File: config.mk
export PLATFORM = sky130hd
export DESIGN_NAME = sg_conformance_monitor_flat
export DESIGN_NICKNAME = d
export VERILOG_FILES = /design/src/rtl/sg_conformance_monitor_if.sv /design/src/rtl/sg_conformance_monitor.sv /design/src/flat_wrapper.sv
export SDC_FILE = /design/constraint.sdc
export NUM_CORES = 1
export LEC_CHECK = 0
export ABC_AREA = 1
export BUFFER_PORTS_ARGS = -buffer_cell sky130_fd_sc_hd__buf_4
export CAP_MARGIN = 30
export CELL_PAD_IN_SITES_DETAIL_PLACEMENT = 1
export CELL_PAD_IN_SITES_GLOBAL_PLACEMENT = 2
export CORE_AREA = 2 2 266 268
export DETAILED_ROUTE_END_ITERATION = 6
export DIE_AREA = 0 0 268 270
export PLACE_DENSITY_LB_ADDON = 0.1
export SLEW_MARGIN = 20
export SYNTH_ARGS = -nofsm -noshare
export SYNTH_HDL_FRONTEND = slang
export SYNTH_SLANG_ARGS = --single-unit
File: constraint.sdc
create_clock -name clk -period 34 [get_ports clk]
set_clock_uncertainty 0.15 [all_clocks]
set_input_delay 1.7 -clock clk [delete_from_list [all_inputs] [get_ports clk]]
set_output_delay 1.7 -clock clk [all_outputs]
set_load 0.05 [all_outputs]
File: src/rtl/sg_conformance_monitor_if.sv
// Signal bundle between the observed circuit, the config port and the monitor.
// Carries the optional cov vector when SG_CONFORMANCE_MONITOR_COVER_EN is set.
interface sg_conformance_monitor_if #(
    parameter int N_SIG      = 8,
    parameter int STATE_BITS = 6,
    parameter int N_TRANS    = 32,
    parameter int CNT_BITS   = 16
);
    localparam int SIG_W = (N_SIG > 1) ? $clog2(N_SIG) : 1;
    localparam int IDX_W = (N_TRANS > 1) ? $clog2(N_TRANS) : 1;
    localparam int CFG_W = 2 * STATE_BITS + SIG_W + 2;

    logic [N_SIG-1:0]      sig;
    logic                  ena;
    logic                  halt_on_err;
    logic                  clr_err;
    logic                  cfg_we;
    logic [IDX_W-1:0]      cfg_idx;
    logic [CFG_W-1:0]      cfg_data;
    logic [STATE_BITS-1:0] state;
    logic                  err;
    logic [1:0]            err_code;
    logic [STATE_BITS-1:0] err_state;
    logic [SIG_W-1:0]      err_sig;
    logic                  err_dir;
    logic [CNT_BITS-1:0]   viol_cnt;
`ifdef SG_CONFORMANCE_MONITOR_COVER_EN
    logic [N_TRANS-1:0]    cov;
`endif

    modport master (
        output sig, ena, halt_on_err, clr_err,
        output cfg_we, cfg_idx, cfg_data,
        input  state, err, err_code, err_state,
        input  err_sig, err_dir, viol_cnt
`ifdef SG_CONFORMANCE_MONITOR_COVER_EN
        , input cov
`endif
    );

    modport slave (
        input  sig, ena, halt_on_err, clr_err,
        input  cfg_we, cfg_idx, cfg_data,
        output state, err, err_code, err_state,
        output err_sig, err_dir, viol_cnt
`ifdef SG_CONFORMANCE_MONITOR_COVER_EN
        , output cov
`endif
    );
endinterface

File: src/rtl/sg_conformance_monitor.sv
// Run-time programmable state-graph checker for a group of handshake signals.
// Define SG_CONFORMANCE_MONITOR_COVER_EN to add sticky per-entry coverage (cov).
module sg_conformance_monitor #(
    parameter int                    N_SIG      = 8,
    parameter int                    STATE_BITS = 6,
    parameter int                    N_TRANS    = 32,
    parameter logic [STATE_BITS-1:0] INIT_STATE = '0,
    parameter logic [N_SIG-1:0]      SIG_INIT   = '0,
    parameter int                    CNT_BITS   = 16
) (
    input logic                   clk,
    input logic                   reset,
    sg_conformance_monitor_if.slave bus
);
    localparam int SIG_W = (N_SIG > 1) ? $clog2(N_SIG) : 1;
    localparam int IDX_W = (N_TRANS > 1) ? $clog2(N_TRANS) : 1;

    logic                  tv_q [N_TRANS];
    logic [STATE_BITS-1:0] tf_q [N_TRANS];
    logic [SIG_W-1:0]      ts_q [N_TRANS];
    logic                  td_q [N_TRANS];
    logic [STATE_BITS-1:0] tt_q [N_TRANS];

    logic [N_SIG-1:0]      sig_q;
    logic [STATE_BITS-1:0] state_q, state_d;
    logic                  err_q, err_d;
    logic [1:0]            code_q, code_d;
    logic [STATE_BITS-1:0] estate_q, estate_d;
    logic [SIG_W-1:0]      esig_q, esig_d;
    logic                  edir_q, edir_d;
    logic [CNT_BITS-1:0]   cnt_q, cnt_d;

    logic                  cf_v, cf_dir;
    logic [STATE_BITS-1:0] cf_from, cf_to;
    logic [SIG_W-1:0]      cf_sidx;

    assign {cf_v, cf_from, cf_sidx, cf_dir, cf_to} = bus.cfg_data;

    logic [N_SIG-1:0]      edges;
    logic                  multi, got, many, edir;
    logic [SIG_W-1:0]      eidx;
    logic [STATE_BITS-1:0] tgt;
    logic                  eval, viol, legal, halted;
    logic [1:0]            vcode;
`ifdef SG_CONFORMANCE_MONITOR_COVER_EN
    logic [IDX_W-1:0]      hidx;
    logic [N_TRANS-1:0]    cov_q, cov_d;
`endif

    assign edges = bus.sig ^ sig_q;
    assign multi = |(edges & (edges - N_SIG'(1)));

    // Descending scan leaves the lowest-index edge in eidx.
    always_comb begin
        eidx = '0;
        for (int i = N_SIG - 1; i >= 0; i--) begin
            if (edges[i]) eidx = SIG_W'(i);
        end
        edir = bus.sig[eidx];
    end

    always_comb begin
        got  = 1'b0;
        many = 1'b0;
        tgt  = state_q;
`ifdef SG_CONFORMANCE_MONITOR_COVER_EN
        hidx = '0;
`endif
        for (int i = 0; i < N_TRANS; i++) begin
            if (tv_q[i] && tf_q[i] == state_q &&
                ts_q[i] == eidx && td_q[i] == edir) begin
                many = many | got;
                got  = 1'b1;
                tgt  = tt_q[i];
`ifdef SG_CONFORMANCE_MONITOR_COVER_EN
                hidx = IDX_W'(i);
`endif
            end
        end
    end

    assign eval   = bus.ena && (|edges);
    assign viol   = eval && (multi || !got || many);
    assign legal  = eval && !viol;
    assign halted = err_q && bus.halt_on_err;
    assign vcode  = multi ? 2'd2 : (many ? 2'd3 : 2'd1);

    // Clear is applied first so a same-cycle violation recaptures on top.
    always_comb begin
        state_d  = state_q;
        err_d    = err_q;
        code_d   = code_q;
        estate_d = estate_q;
        esig_d   = esig_q;
        edir_d   = edir_q;
        cnt_d    = cnt_q;
        if (bus.clr_err) begin
            err_d    = 1'b0;
            code_d   = 2'd0;
            estate_d = '0;
            esig_d   = '0;
            edir_d   = 1'b0;
            cnt_d    = '0;
        end
        if (viol) begin
            if (cnt_d != '1) cnt_d = cnt_d + CNT_BITS'(1);
            if (!err_d) begin
                err_d    = 1'b1;
                code_d   = vcode;
                estate_d = state_q;
                esig_d   = eidx;
                edir_d   = edir;
            end
        end else if (legal && !halted) begin
            state_d = tgt;
        end
    end

`ifdef SG_CONFORMANCE_MONITOR_COVER_EN
    always_comb begin
        cov_d = bus.clr_err ? '0 : cov_q;
        if (legal && !halted) cov_d[hidx] = 1'b1;
    end
`endif

    always_ff @(posedge clk or posedge reset) begin
        if (reset) begin
            sig_q    <= SIG_INIT;
            state_q  <= INIT_STATE;
            err_q    <= 1'b0;
            code_q   <= 2'd0;
            estate_q <= '0;
            esig_q   <= '0;
            edir_q   <= 1'b0;
            cnt_q    <= '0;
            for (int i = 0; i < N_TRANS; i++) begin
                tv_q[i] <= 1'b0;
                tf_q[i] <= '0;
                ts_q[i] <= '0;
                td_q[i] <= 1'b0;
                tt_q[i] <= '0;
            end
`ifdef SG_CONFORMANCE_MONITOR_COVER_EN
            cov_q    <= '0;
`endif
        end else begin
            sig_q    <= bus.sig;
            state_q  <= state_d;
            err_q    <= err_d;
            code_q   <= code_d;
            estate_q <= estate_d;
            esig_q   <= esig_d;
            edir_q   <= edir_d;
            cnt_q    <= cnt_d;
            if (bus.cfg_we) begin
                tv_q[bus.cfg_idx] <= cf_v;
                tf_q[bus.cfg_idx] <= cf_from;
                ts_q[bus.cfg_idx] <= cf_sidx;
                td_q[bus.cfg_idx] <= cf_dir;
                tt_q[bus.cfg_idx] <= cf_to;
            end
`ifdef SG_CONFORMANCE_MONITOR_COVER_EN
            cov_q    <= cov_d;
`endif
        end
    end

    assign bus.state     = state_q;
    assign bus.err       = err_q;
    assign bus.err_code  = code_q;
    assign bus.err_state = estate_q;
    assign bus.err_sig   = esig_q;
    assign bus.err_dir   = edir_q;
    assign bus.viol_cnt  = cnt_q;
`ifdef SG_CONFORMANCE_MONITOR_COVER_EN
    assign bus.cov       = cov_q;
`endif
endmodule
File: src/flat_wrapper.sv
// flat-port wrapper written by rule: the top's interface ports become plain ports
module sg_conformance_monitor_flat 
#(
    parameter int                    N_SIG      = 8,
    parameter int                    STATE_BITS = 6,
    parameter int                    N_TRANS    = 32,
    parameter logic [STATE_BITS-1:0] INIT_STATE = '0,
    parameter logic [N_SIG-1:0]      SIG_INIT   = '0,
    parameter int                    CNT_BITS   = 16
)
  (clk, reset, bus_sig, bus_ena, bus_halt_on_err, bus_clr_err, bus_cfg_we, bus_cfg_idx, bus_cfg_data, bus_state, bus_err, bus_err_code, bus_err_state, bus_err_sig, bus_err_dir, bus_viol_cnt);
  sg_conformance_monitor_if #(.N_SIG(N_SIG), .STATE_BITS(STATE_BITS), .N_TRANS(N_TRANS), .CNT_BITS(CNT_BITS)) bus_i ();
  input logic clk;
  input logic reset;
  input wire logic [$bits(bus_i.sig)-1:0] bus_sig;
  input wire logic [$bits(bus_i.ena)-1:0] bus_ena;
  input wire logic [$bits(bus_i.halt_on_err)-1:0] bus_halt_on_err;
  input wire logic [$bits(bus_i.clr_err)-1:0] bus_clr_err;
  input wire logic [$bits(bus_i.cfg_we)-1:0] bus_cfg_we;
  input wire logic [$bits(bus_i.cfg_idx)-1:0] bus_cfg_idx;
  input wire logic [$bits(bus_i.cfg_data)-1:0] bus_cfg_data;
  output wire logic [$bits(bus_i.state)-1:0] bus_state;
  output wire logic [$bits(bus_i.err)-1:0] bus_err;
  output wire logic [$bits(bus_i.err_code)-1:0] bus_err_code;
  output wire logic [$bits(bus_i.err_state)-1:0] bus_err_state;
  output wire logic [$bits(bus_i.err_sig)-1:0] bus_err_sig;
  output wire logic [$bits(bus_i.err_dir)-1:0] bus_err_dir;
  output wire logic [$bits(bus_i.viol_cnt)-1:0] bus_viol_cnt;
  assign bus_i.sig = bus_sig;
  assign bus_i.ena = bus_ena;
  assign bus_i.halt_on_err = bus_halt_on_err;
  assign bus_i.clr_err = bus_clr_err;
  assign bus_i.cfg_we = bus_cfg_we;
  assign bus_i.cfg_idx = bus_cfg_idx;
  assign bus_i.cfg_data = bus_cfg_data;
  assign bus_state = bus_i.state;
  assign bus_err = bus_i.err;
  assign bus_err_code = bus_i.err_code;
  assign bus_err_state = bus_i.err_state;
  assign bus_err_sig = bus_i.err_sig;
  assign bus_err_dir = bus_i.err_dir;
  assign bus_viol_cnt = bus_i.viol_cnt;
  sg_conformance_monitor #(.N_SIG(N_SIG), .STATE_BITS(STATE_BITS), .N_TRANS(N_TRANS), .INIT_STATE(INIT_STATE), .SIG_INIT(SIG_INIT), .CNT_BITS(CNT_BITS)) u_core (.clk(clk), .reset(reset), .bus(bus_i));
endmodule
### After elaboration in Yosys (flattened, before gate mapping)

Index checks and enable logic that the tools add are counted.

| word-level totals | value |
|---|---|
| input port bits | 36 |
| bits in registers | 587 |

| cells by class | value |
|---|---|
| $lt $le $gt $ge | 3 |
| reductions and logical operators | 111 |
| multiplexer cells | 135 |
| bitwise gates (word level) | 34 |
| $add $sub $neg | 2 |
| eq/ne operators | 97 |

Operators with widths:

| operator | count |
|---|---|
| bitwise mux 192 bit | 2 |
| 2-to-1 mux 6 bit | 36 |
| equality test 6 bit | 32 |
| logical AND 1 bit | 102 |
| bitwise mux 96 bit | 1 |
| equality test 3 bit | 32 |
| 2-to-1 mux 1 bit | 70 |
| bitwise mux 32 bit | 2 |
| 2-to-1 mux 16 bit | 3 |
| 2-to-1 mux 3 bit | 12 |
| equality test 1 bit | 32 |
| nonzero test 32 bit | 1 |
| demux 6 bit (select 5 bit) | 1 |
| bitwise OR 1 bit | 30 |
| adder 16 x 1 -> 16 bit (second input constant) | 1 |
| != test 16 bit (second input constant) | 1 |
| OR reduction 8 bit | 2 |
| demux 3 bit (select 5 bit) | 1 |
| 2-to-1 mux 2 bit | 5 |
| bitwise AND 8 bit | 1 |
| subtractor 8 x 1 -> 8 bit (second input constant) | 1 |
| XOR 8 bit | 1 |
| >= comparator 6 bit (second input constant) | 1 |
| less-than comparator 6 x 1 -> 1 bit (second input constant) | 1 |
| 8 further kinds | 11 |

### Logic depth before layout (Yosys ltp)

Gate-level depths: netlist (run 1).

| depth | value |
|---|---|
| depth in word-level cells | 81 |
| depth in mapped cells | 43 |

### Worst setup path before layout (run 1)

No wires, ideal clock.

| timing path | value |
|---|---|
| path kind | input port to flip-flop |
| from | in bus_sig[7] |
| to | reg u_core.estate_q[0] (netlist: u_core.bus.err_state[0]) |
| stages on the path | 36 |
| path buffers | 3 |
| data required time | 33.731 ns |
| data arrival time | 4.780 ns |
| slack | 28.951 ns |
| setup time | 0.119 ns |
| cells stage by stage | inv_1 nand2_1 nand2_1 nand2_1 nand3_1 nand2_1 nand2_1 nand2_2 nand2_2 buf_6 nand2_1 nand3_2 nand3_4 nand2_4 buf_8 nand2_4 nand3_2 nand2_2 nand3b_4 nor2_4 nand2_2 nor2_4 nand4_2 nor2_2 nand3_2 nor2_2 nand2_1 o21ai_2 nand3_2 nor2_4 nand2_2 nand2_4 nor2_2 buf_6 nand2_1 o21ai_2 |

| on the way | value |
|---|---|
| longest elaborated chain between the ends | 78 |
| elaborated cells on any way between the ends | 242 |
| classes of those cells | 1 x add/sub; 64 x eq/ne; 74 x mux; 32 x bitwise; 71 x reduce/logical |

RTL lines:

| item | RTL line | text |
|---|---|---|
| from (decl) | flat_wrapper.sv:15 | `input wire logic [$bits(bus_i.sig)-1:0] bus_sig;` |
| XOR 8 bit | sg_conformance_monitor.sv:50 | `assign edges = bus.sig ^ sig_q;` |
| 2-to-1 mux 3 bit (8 in series) | sg_conformance_monitor.sv:57 | `if (edges[i]) eidx = SIG_W'(i);` |
| binary-select mux 1 bit (select 3 bit) | sg_conformance_monitor.sv:59 | `edir = bus.sig[eidx];` |
| 2-to-1 mux 1 bit (implied by the code) | sg_conformance_monitor.sv:59 |  |
| equality test 1 bit | sg_conformance_monitor.sv:71 | `ts_q[i] == eidx && td_q[i] == edir) begin` |
| logical AND 1 bit | sg_conformance_monitor.sv:71 |  |
| 2-to-1 mux 1 bit (2 in series) | sg_conformance_monitor.sv:70 | `if (tv_q[i] && tf_q[i] == state_q &&` |
| bitwise OR 1 bit | sg_conformance_monitor.sv:72 | `many = many \| got;` |
| [55 not listed] | -- |  |
| bitwise OR 1 bit | sg_conformance_monitor.sv:72 |  |
| 2-to-1 mux 1 bit | sg_conformance_monitor.sv:70 |  |
| bitwise OR 1 bit | sg_conformance_monitor.sv:72 |  |
| 2-to-1 mux 1 bit | sg_conformance_monitor.sv:70 |  |
| logical OR 1 bit | sg_conformance_monitor.sv:83 | `assign viol = eval && (multi \|\| !got \|\| many);` |
| logical AND 1 bit (*) | sg_conformance_monitor.sv:83 |  |
| 2-to-1 mux 6 bit (*) | sg_conformance_monitor.sv:105 | `if (viol) begin` |
| via u_core.estate_d[0] | sg_conformance_monitor.sv:28 | `logic [STATE_BITS-1:0] estate_q, estate_d;` |
| to (signal assigned) | sg_conformance_monitor.sv:151 | `estate_q <= estate_d;` |
| to (decl) | sg_conformance_monitor.sv:28 |  |

Mark *: on every way through the listed nets, which the timed path passes. The rest lies on a longest branch. The select of a mux whose other input is x is not followed.
A chain may end at the register's enable or synchronous reset.

### Worst setup path after layout (run 1)

| timing path | value |
|---|---|
| from | in bus_sig[1] |
| to | reg u_core.estate_q[2] (netlist: u_core.bus.err_state[2]) |

| on the way | value |
|---|---|
| longest elaborated chain between the ends | 72 |
| elaborated cells on any way between the ends | 236 |
| classes of those cells | 1 x add/sub; 64 x eq/ne; 68 x mux; 32 x bitwise; 71 x reduce/logical |

RTL lines:

| item | RTL line |
|---|---|
| XOR 8 bit | sg_conformance_monitor.sv:50 |
| 2-to-1 mux 3 bit (2 in series) | sg_conformance_monitor.sv:57 |
| binary-select mux 1 bit (select 3 bit) | sg_conformance_monitor.sv:59 |
| 2-to-1 mux 1 bit (implied by the code) | sg_conformance_monitor.sv:59 |
| equality test 1 bit | sg_conformance_monitor.sv:71 |
| logical AND 1 bit | sg_conformance_monitor.sv:71 |
| 2-to-1 mux 1 bit (2 in series) | sg_conformance_monitor.sv:70 |
| bitwise OR 1 bit | sg_conformance_monitor.sv:72 |
| [55 not listed] | -- |
| bitwise OR 1 bit | sg_conformance_monitor.sv:72 |
| 2-to-1 mux 1 bit | sg_conformance_monitor.sv:70 |
| bitwise OR 1 bit | sg_conformance_monitor.sv:72 |
| 2-to-1 mux 1 bit | sg_conformance_monitor.sv:70 |
| logical OR 1 bit | sg_conformance_monitor.sv:83 |
| logical AND 1 bit (*) | sg_conformance_monitor.sv:83 |
| 2-to-1 mux 6 bit (*) | sg_conformance_monitor.sv:105 |
| via u_core.estate_d[2] | sg_conformance_monitor.sv:28 |

Marked as above.

==> results of run 1 <==
## worst paths after layout
path                                        from                      end  slack [ns]
min in group asynchronous                  reset         u_core.tf_q[131]        0.88
max in group asynchronous                  reset           u_core.ts_q[1]       29.66
worst max register to register   u_core.sig_q[1]  u_core.bus.err_state[2]       27.89
worst min-delay path            u_core.tt_q[137]         u_core.tt_q[137]        0.33
worst min register to register  u_core.tt_q[137]         u_core.tt_q[137]        0.33
worst max-delay path                  bus_sig[1]  u_core.bus.err_state[2]       27.09
## state kept, by name, summed over array words and instances, names as in the netlist
signal and cells:
u_core.bus.err 1, u_core.bus.err_code 2, u_core.bus.err_dir 1, u_core.bus.err_sig 3
u_core.bus.err_state 6, u_core.bus.state 6, u_core.bus.viol_cnt 16, u_core.sig_q 8
u_core.td_q 32, u_core.tf_q 192, u_core.ts_q 96, u_core.tt_q 192
u_core.tv_q 32
## final cells by class
cell class	count	share of cell area, %
Clock buffer	110	6.55
Clock inverter	16	0.517
Multi-Input combinational cell	2506	37.9
Antenna cell	1	0.00760
Timing Repair Buffer	142	4.24
Sequential cell	587	44.6
Tap cell	940	3.57
Inverter	227	2.63
## layout by cell type, fill, tap and decap left out, types with 10 or more instances in the layout
cell       netlist  routed
nand3_2         12      12
or2_2           29      29
nor3b_1         10      10
inv_2            7      17
nand3_1         92      92
nand2_2         10      14
o2111ai_1       10      10
nand4_1         47      47
nor2_1         244     240
o22ai_1         47      47
buf_8            1      21
nor3_1          76      73
xnor2_1         69      69
o21ai_0        577     577
clkbuf_1       163      18
nor4_1          38      37
o21ai_1         24      24
a21oi_1         95      95
or2_1           25      25
xor2_1          48      48
o21ai_2         15      15
a221oi_1        41      41
clkbuf_8         0      19
nand2_1        916     912
inv_1          212     200
clkbuf_16        0      73
dfrtp_1        587     585
buf_4            6     108
## worst max-delay path: stages
cell	delay (ns)
buf_4	0.12
xnor2_1	0.27
and2_4	0.25
nand2_4	0.09
nor2_8	0.52
inv_4	0.37
nand3_2	0.23
nand2_4	0.29
inv_4	0.48
nand2_1	0.17
nand3_2	0.22
nand2_2	0.08
nand3b_4	0.18
nor2_4	0.12
nand2_2	0.08
nor2_4	0.12
nand4_2	0.13
nor2_2	0.14
nand3_2	0.12
nor2_2	0.14
nand3_1	0.32
nand2_2	0.21
nand2_4	0.14
nor2_2	0.34
buf_6	0.24
nand2_1	0.09
o21ai_2	0.08
## cells in the mapped netlist, types with 48 or more instances
library cell,instances,area [sq um]
nand3_1,92,460
nor2_1,244,916
o21ai_0,577,2890
a21oi_1,95,475
xor2_1,48,420
dfrtp_1,587,14700
nor3_1,76,380
xnor2_1,69,604
inv_1,212,796
nand2_1,916,3440
clkbuf_1,163,612
## per-stage QoR
step                      cells  power (mW)  hold WS (ns)  area [sq um]
after floorplan            3525        1.13         0.296         28900
after global placement     4368        1.21         0.311         30000
after detailed placement   4383        1.23         0.318         30300
after CTS                  4509        2.01         0.332         32600
after global routing       4528        2.10         0.343         32900
final                      4529        1.99         0.331         32900
## logic make-up after synthesis
family	after synthesis
AOI/OAI and AO/OA	850
adders and majority gates	1
xor gates and xnor gates	118
buffers and inverters	432
DFF	587
muxes	2
and+or+nand+nor	1535
## power by group through the flow
| stage | combinational, mW | sequential (mW) | clock, mW |
|---|---|---|---|
| after floorplan | 0.226 | 0.902 | 0 |
| after global placement | 0.294 | 0.914 | 0 |
| after detailed placement | 0.313 | 0.921 | 0 |
| after CTS | 0.315 | 0.910 | 0.783 |
| after global routing | 0.362 | 0.927 | 0.811 |
| final | 0.314 | 0.912 | 0.767 |
## routing by layer
metal  part of all wire, %  track usage, %
met5                 0.023               0
met4                   1.8            6.84
met3                   4.0            3.41
met1                    47            40.7
met2                    48            46.8
==> flow_summary_export.csv, run 1 <==
group,metric,value,unit
floorplan,rows,97,
sta,rsz0062_at_grt,"false",
sta,tightest_slew,1.01,ns
sta,slew_headroom,32.5,%
placement,preCtsSetupSlack,26.21,ns
global_routing,globalRouteTotalUtil,28.7,%
route,routed_wl,102000,um
logic_synthesis,yosysSeqAreaShare,50.9,%
cts,cts_root_buffer,"clkbuf_16",
cts,post_cts_buffers,0,
sta,maxSlewViolCount,0,
logic_synthesis,netlist_area,0.0289,sq mm
floorplan,start_util,41.5,%
logic_synthesis,synthMuxAreaShare,0.0693,%
layout,final_net_count,3572,
floorplan,fp.dieW,268,um
route,drtPass1Iterations,7,
logic_synthesis,synth_nets,3562,
floorplan,die_area,0.0724,sq mm
logic_synthesis,yosys.area_share.simple,23.1,%
worst_setup_path,crit_path_end_kind,"register",
floorplan,coreArea,0.0695,sq mm
power,pwr-share-seq,45.7,%
global_routing,grt_start_max_net_pins,131,
route,drc,1,
power,p_clk_share,38.5,%
worst_setup_path,critPathKind,"primary input to register",
sta,setup_tns,0,ns
sta,clock.fmax,0.145,GHz
power,netSwitchingPower,0.592,mW
job,max_cap_viol_count,0,
layout,filler_cell_count,8324,
sta,worst_slack,27.09,ns
cts,clock-sinks,587,
cts,cts_buffer_depth,3,
logic_synthesis,ys.flop_type,"dfrtp_1",
cts,hold_buffers,0,
layout,utilization,47.4,%
cts,clk_pin_slew,0.06,ns
sta,hold_violations,0,
logic_synthesis,netlist_instances,3525,
logic_synthesis,ys_warn_count,0,
cts,cts_made_buffers,71,
placement,dp_hpwl,67000,um
hold_path,hold_class,"register to register",
placement,io_buffers,70,
worst_setup_path,critPathRequiredTime,34.39,ns
power,p_int,1.40,mW
status,status,"finished, violations left",
logic_synthesis,syn_avg_cell_area,8.19,sq um
worst_setup_path,start_kind,"primary input",
global_routing,overflow,0,
power,swShare,29.7,%
sta,fin_crit,6.91,ns
global_routing,grt_pass1_vias,26000,
layout,multi_input_area,0.0125,sq mm
logic_synthesis,synth-edff-count,0,
worst_setup_path,cp_max_fo,42,
logic_synthesis,synth_top_family_by_area,"simple AND/OR/NAND/NOR gates",
route,routed_via_density,5.57,
placement,routabilityCongestion,0.839,
power,ir_drop,0.0380,mV
cts,cts_tree,"done",
layout,area.growth.synth_to_final,14.1,%
layout,layout.area.seq,0.0147,sq mm
worst_setup_path,cp.arrival,7.30,ns
logic_synthesis,synth.distinct_cells,65,
logic_synthesis,synth-compound-area-share,16.2,%
global_routing,grt_pass1_wl,159000,um
route,avgRoutedWirePerCell,22.5,um
logic_synthesis,synthAdderAreaFrac,0.0433,%
floorplan,die_h,270,um
sta,fin_crit_sh,20.3,%
logic_synthesis,synthArstFlopShare,100,%
global_routing,antenna_found_initial,4,
logic_synthesis,synth_xor_area_share,3.64,%
cts,clk_latency,0.62,ns
route,drtIter0Drc,1854,
cts,htree_levels,3,
power,p_comb_share,15.8,%
power,p_leak,15.2,nW
status,violations,"design-rule violations",
logic_synthesis,ys_ff_latch,587,
route,ant_nets,0,
worst_setup_path,reg2reg_depth,26,
cts,post_cts_resized,0,
layout,drive_above_1_share,10.5,%
floorplan,io_pins,71,
hold_path,min_path_cells,2,
sta,setup_viol,0,
power,p_per_area,60.5,mW/mm^2
route,route.vias.total,25200,
Note: power is estimated with default switching activity, not from simulation.
==> run 2: changes to the inputs <==
CORE_AREA = 2 2 276 278   (was 2 2 266 268)
DIE_AREA = 0 0 278 280   (was 0 0 268 270)
clock period = 7 ns   (was 34 ns; I/O delays follow)
==> flow_summary_export.csv, run 2 (synthesized netlist as in run 1, its figures left out) <==
group,metric,value,unit
worst_setup_path,slowest_delay,0.54,ns
route,drtIter0Drc,1895,
global_routing,antenna_found_initial,8,
worst_setup_path,startpoint,"bus_sig[5]",
route,route.vias.total,25300,
sta,setup_viol,0,
floorplan,fp.dieW,278,um
power,ir_drop,0.181,mV
worst_setup_path,crit_path_end_kind,"register",
global_routing,grt_pass1_wl,160000,um
worst_setup_path,crit_slowest_cell,"dlygate4sd3_1",
floorplan,coreArea,0.0752,sq mm
worst_setup_path,cp_max_fo,42,
sta,fin_crit_sh,79.8,%
layout,mostFrequentLayoutCell,"nand2_1",
sta,slew_headroom,32.0,%
placement,io_buffers,70,
worst_setup_path,start_kind,"primary input",
cts,cts_root_buffer,"clkbuf_16",
worst_setup_path,endpoint,"u_core.bus.err_state[2]",
cts,cts_buffer_depth,3,
cts,post_cts_resized,0,
sta,clock.fmax,0.179,GHz
layout,final_cell_mix,"nand2_1, dfrtp_1, o21ai_0",
worst_setup_path,path_buf_inv,8,
placement,placed_area,0.0305,sq mm
worst_setup_path,crit_cells,31,
power,netSwitchingPower,2.93,mW
power,p_int,6.74,mW
power,p_per_area,290,mW/mm^2
route,ant_nets,0,
layout,final_net_count,3608,
layout,layout.area.seq,0.0147,sq mm
global_routing,overflow,0,
placement,dp_hpwl,69000,um
sta,maxSlewViolCount,0,
worst_setup_path,path_delay_family,"simple AND/OR/NAND/NOR gates",
power,fin_total_pwr,9.66,mW
route,drc,0,
cts,clock-sinks,587,
global_routing,globalRouteTotalUtil,27.1,%
floorplan,die_area,0.0778,sq mm
cts,cts_made_buffers,73,
cts,post_cts_buffers,0,
cts,hold_buffers,25,
cts,clk_latency,0.63,ns
power,p_clk_share,38.2,%
power,swShare,30.3,%
worst_setup_path,critPathKind,"primary input to register",
worst_setup_path,rr_startpoint,"u_core.sig_q[4]",
route,routed_wl,105000,um
layout,multi_input_area,0.0125,sq mm
sta,worst_slack,1.41,ns
route,routed_via_density,5.48,
global_routing,grt_pass1_vias,26000,
worst_setup_path,ff2ff_setup_slack,1.45,ns
sta,setup_tns,0,ns
layout,postLayoutCellArea,0.0333,sq mm
placement,routabilityCongestion,0.857,
sta,timing.hold.ws,0.142,ns
layout,drive_above_1_share,10.6,%
worst_setup_path,r2r_end,"u_core.bus.err_state[2]",
job,max_cap_viol_count,0,
sta,fin_crit,5.59,ns
floorplan,die_h,280,um
sta,tightest_slew,1.01,ns
floorplan,io_pins,71,
hold_path,hold_class,"primary input to asynchronous set/reset pin",
floorplan,rows,101,
worst_setup_path,cp.arrival,5.99,ns
layout,area.growth.synth_to_final,15.3,%
cts,cts_tree,"done",
sta,hold_violations,0,
route,avgRoutedWirePerCell,22.8,um
cts,clk_pin_slew,0.06,ns
floorplan,start_util,38.4,%
route,drtPass1Iterations,5,
worst_setup_path,reg2reg_depth,26,
placement,preCtsSetupSlack,1.12,ns
power,pwr-share-seq,45.9,%
worst_setup_path,critPathRequiredTime,7.40,ns
layout,largest_registers,"u_core.tf_q: 192 flops, u_core.tt_q: 192 flops, u_core.ts_q: 96 flops",
status,status,"completed",
global_routing,grt_start_max_net_pins,162,
cts,htree_levels,3,
sta,rsz0062_at_grt,"false",
layout,filler_cell_count,8891,
power,p_comb_share,16.0,%
power,p_leak,15.3,nW
[run 2: cell count changes in the layout (fill, tap and decap cells not counted), sizes merged, moves of 3 or more]
cell         previous run  this run
buf                   140       151
dlygate4sd3             0        25
inv                   225       222
bufinv                  3         0
clkinv                 15        20
[run 2: tightest hold or removal path, stage by stage]
cell           delay, ns
dlygate4sd3_1       0.54
buf_4               0.14
clkinvlp_4          0.28
[run 2: area by class of cell]
| cell class | count | share of cell area (%) |
|---|---|---|
| flip-flops and latches | 587 | 44.1 |
| multi-input cells | 2506 | 37.5 |
| clock buffers | 112 | 6.56 |
| repair buffers | 176 | 5.16 |
| well taps | 978 | 3.68 |
| inverters | 227 | 2.59 |
| clock inverters | 16 | 0.365 |
| diodes | 2 | 0.0150 |
[run 2: routing by layer]
layer	wire [um]	part of all wire, %	vias to the layer above	GRT usage [%]
li1	-	-	11800	-
met1	49100	47	12700	38.0
met2	47900	46	513	43.3
met3	4460	4.3	176	3.41
met4	3220	3.1	6	8.94
met5	43	0.041	-	0
[run 2: worst min-delay path by stage]
stage | start | to
after floorplan | bus_sig[0] | u_core.sig_q[0]
after global placement | reset | u_core.tf_q[149]
after detailed placement | reset | u_core.tf_q[147]
after CTS | bus_halt_on_err | u_core.bus.state[5]
after global routing | reset | u_core.tf_q[147]
final | reset | u_core.tf_q[147]
[run 2: metrics by stage]
step                std cells  util, %
finish                   4604     44.3
global route             4602     44.3
CTS                      4587     44.0
detailed placement       4434     40.6
global placement         4416     40.1
floorplan                3525        -
[run 2: power groups by stage]
stage | logic (mW) | clock network (mW) | registers, mW
final | 1.54 | 3.69 | 4.43
after CTS | 1.55 | 3.78 | 4.42
after global placement | 1.44 | 0 | 4.45
after floorplan | 1.10 | 0 | 4.38
after detailed placement | 1.53 | 0 | 4.47
after global routing | 1.78 | 3.89 | 4.51
==> run 3: changes to the inputs <==
ABC_AREA = 0   (was 1)
CORE_AREA = 2 2 271 273   (was 2 2 276 278)
DIE_AREA = 0 0 273 275   (was 0 0 278 280)
clock period = 5.2 ns   (was 7 ns; I/O delays follow)
==> flow_summary_export.csv, run 3 <==
group,metric,value,unit
route,drtPass1Iterations,5,
placement,dp_hpwl,72300,um
sta,slew_headroom,26.8,%
layout,largest_registers,"u_core.tf_q: 192 flops, u_core.tt_q: 192 flops, u_core.ts_q: 96 flops",
sta,setup_viol,0,
cts,clk_latency,0.63,ns
cts,cts_tree,"done",
layout,final_cell_mix,"dfrtp_1, mux2_2, buf_4",
layout,filler_cell_count,7539,
cts,clk_pin_slew,0.06,ns
worst_setup_path,critPathRequiredTime,5.60,ns
worst_setup_path,cp_max_fo,25,
route,drtIter0Drc,1477,
worst_setup_path,slowest_delay,0.56,ns
power,ir_drop,0.305,mV
logic_synthesis,ys_warn_count,0,
floorplan,io_pins,71,
logic_synthesis,netlist_area,0.0315,sq mm
power,p_per_area,418,mW/mm^2
logic_synthesis,netlist_instances,2759,
route,routed_wl,103000,um
global_routing,overflow,0,
sta,clock.fmax,0.200,GHz
logic_synthesis,yosysMostFrequentCell,"dfrtp_1",
logic_synthesis,syn_avg_cell_area,11.4,sq um
logic_synthesis,synth.distinct_cells,111,
logic_synthesis,synthArstFlopShare,100,%
layout,final_net_count,2972,
floorplan,rows,99,
route,route.vias.total,23100,
logic_synthesis,yosysSeqAreaShare,46.7,%
sta,maxSlewViolCount,0,
worst_setup_path,rr_startpoint,"u_core.sig_q[6]",
worst_setup_path,crit_path_end_kind,"register",
layout,area.growth.synth_to_final,16.7,%
global_routing,met1_usage,39.8,%
logic_synthesis,ys.flop_type,"dfrtp_1",
floorplan,coreArea,0.0723,sq mm
hold_path,hold_class,"primary input to register",
global_routing,gr-max-usage-layer,"met2",
logic_synthesis,synth_top_area_cell,"dfrtp_1",
logic_synthesis,synth_top_area_share,46.7,%
floorplan,fp.dieW,273,um
worst_setup_path,path_cells,"xnor2_4, a2111oi_2, o311ai_2, o211a_4, buf_12, o32ai_1, or4b_4, a221oi_4, nand4_2, buf_4, nor3_1, maj3_1, a22oi_1, or3_4, a2111oi_1, a21o_1",
global_routing,antenna_found_initial,1,
global_routing,grt_pass1_wl,157000,um
route,ant_nets,0,
cts,htree_levels,3,
worst_setup_path,crit_slowest_cell,"or4b_4",
worst_setup_path,ff2ff_setup_slack,0.21,ns
worst_setup_path,path_buf_inv,2,
power,p_leak,15.7,nW
logic_synthesis,synth_nets,2796,
cts,post_cts_buffers,0,
global_routing,globalRouteTotalUtil,27.6,%
sta,rsz0062_at_grt,"true",
logic_synthesis,synth-edff-count,0,
floorplan,die_area,0.0751,sq mm
logic_synthesis,synthTopCellsByCount,"dfrtp_1, mux2_2, xnor2_1",
route,avgRoutedWirePerCell,26.0,um
layout,drive_above_1_share,33.5,%
floorplan,die_h,275,um
logic_synthesis,synth_area_leaders,"dfrtp_1, mux2_2, xnor2_1",
hold_path,min-delay-start,"bus_halt_on_err",
cts,cts_buffer_depth,3,
sta,tightest_slew,1.10,ns
sta,hold_violations,0,
job,max_cap_viol_count,0,
global_routing,met2_usage,44.4,%
cts,clock-sinks,587,
sta,fin_crit_sh,96.0,%
placement,io_buffers,70,
worst_setup_path,critPathKind,"register to register",
route,drc,0,
global_routing,grtUsageMet3,3.23,%
worst_setup_path,startpoint,"u_core.sig_q[6]",
sta,fin_crit,4.99,ns
logic_synthesis,ys_ff_latch,587,
worst_setup_path,start_kind,"register",
worst_setup_path,path_delay_family,"compound AO/OA/AOI/OAI gates",
global_routing,grt_pass1_vias,24800,
route,routed_via_density,5.86,
status,status,"completed",
sta,setup_tns,0,ns
worst_setup_path,cp.arrival,5.39,ns
power,fin_total_pwr,15.4,mW
cts,cts_made_buffers,71,
cts,cts_root_buffer,"clkbuf_16",
placement,routabilityCongestion,0.887,
floorplan,start_util,43.5,%
global_routing,grt_start_max_net_pins,169,
layout,mostFrequentLayoutCell,"dfrtp_1",
[run 3: cell count changes after synthesis, moves of 38 or more]
cell	delta
clkbuf_1	-43
inv_1	-164
mux2_2	+539
nand2_1	-787
nand4_1	+38
nor2_1	-155
o21ai_0	-490
o22ai_1	-40
xnor2_1	+156
[run 3: routing by layer]
layer / routed length, um / vias up
met1: 49800 / 12200
met4: 2020 / 2
met3: 3420 / 117
met5: 13 / -
li1: - / 10400
met2: 47300 / 364
[run 3: through the flow]
step,cell area (sq um),hold slack (ns),util [%],worst slack (ns),instances
finish,36700,0.0718,50.8,0.210,3947
global route,36700,0.0826,50.8,-0.0523,3946
CTS,36500,0.0499,50.5,0.0524,3936
detailed placement,34100,0.227,47.1,-0.181,3796
global placement,33900,0.222,46.9,-0.106,3787
floorplan,31500,0.141,-,-3.21,2759
[run 3: final cells by class]
class                   instances  area [sq um]  area share [%]
multi-input cells            1944         15900            43.2
repair buffers                283          2480            6.75
clock buffers                 102          2040            5.57
flip-flops and latches        587         14700            40.0
well taps                     959          1200            3.27
clock inverters                23           248           0.674
diodes                          1          2.50         0.00681
inverters                      48           184           0.501
[run 3: cell families after synthesis]
group           share of synthesized area, %
simple gates                            11.5
flops                                   46.7
mux                                     20.5
compound gates                          9.70
xor+xnor                                8.42
buf+inv                                 3.16
fa+ha+maj                             0.0716
[run 3: worst paths after layout]
check                                         end  cells after the start
max                           u_core.bus.state[1]                     16
min                           u_core.bus.state[5]                      5
max reg2reg                   u_core.bus.state[1]                     16
min reg2reg                      u_core.tt_q[187]                      1
max in group asynchronous  u_core.bus.err_code[0]                      4
min in group asynchronous        u_core.tf_q[175]                      3
[run 3: repair_timing]
action                                  CTS  global route
endpoints found under the setup margin    6            13
hold endpoints to repair                 79             0
resized for setup                         2             9
pin swaps                                 0             0
hold buffers                             15             0
[run 3: worst min-delay path, cell delays in order]
cell and delay (ns):
buf_4 0.09, a21oi_1 0.10, nand2_1 0.08, or3_4 0.19, o41ai_2 0.09
[run 3: where the power goes]
| group | total [mW] | internal, mW | switching (mW) |
|---|---|---|---|
| clock | 4.93 | 2.90 | 2.03 |
| combinational | 4.30 | 1.97 | 2.33 |
| sequential | 6.15 | 5.45 | 0.698 |
| total | 15.4 | 10.3 | 5.05 |
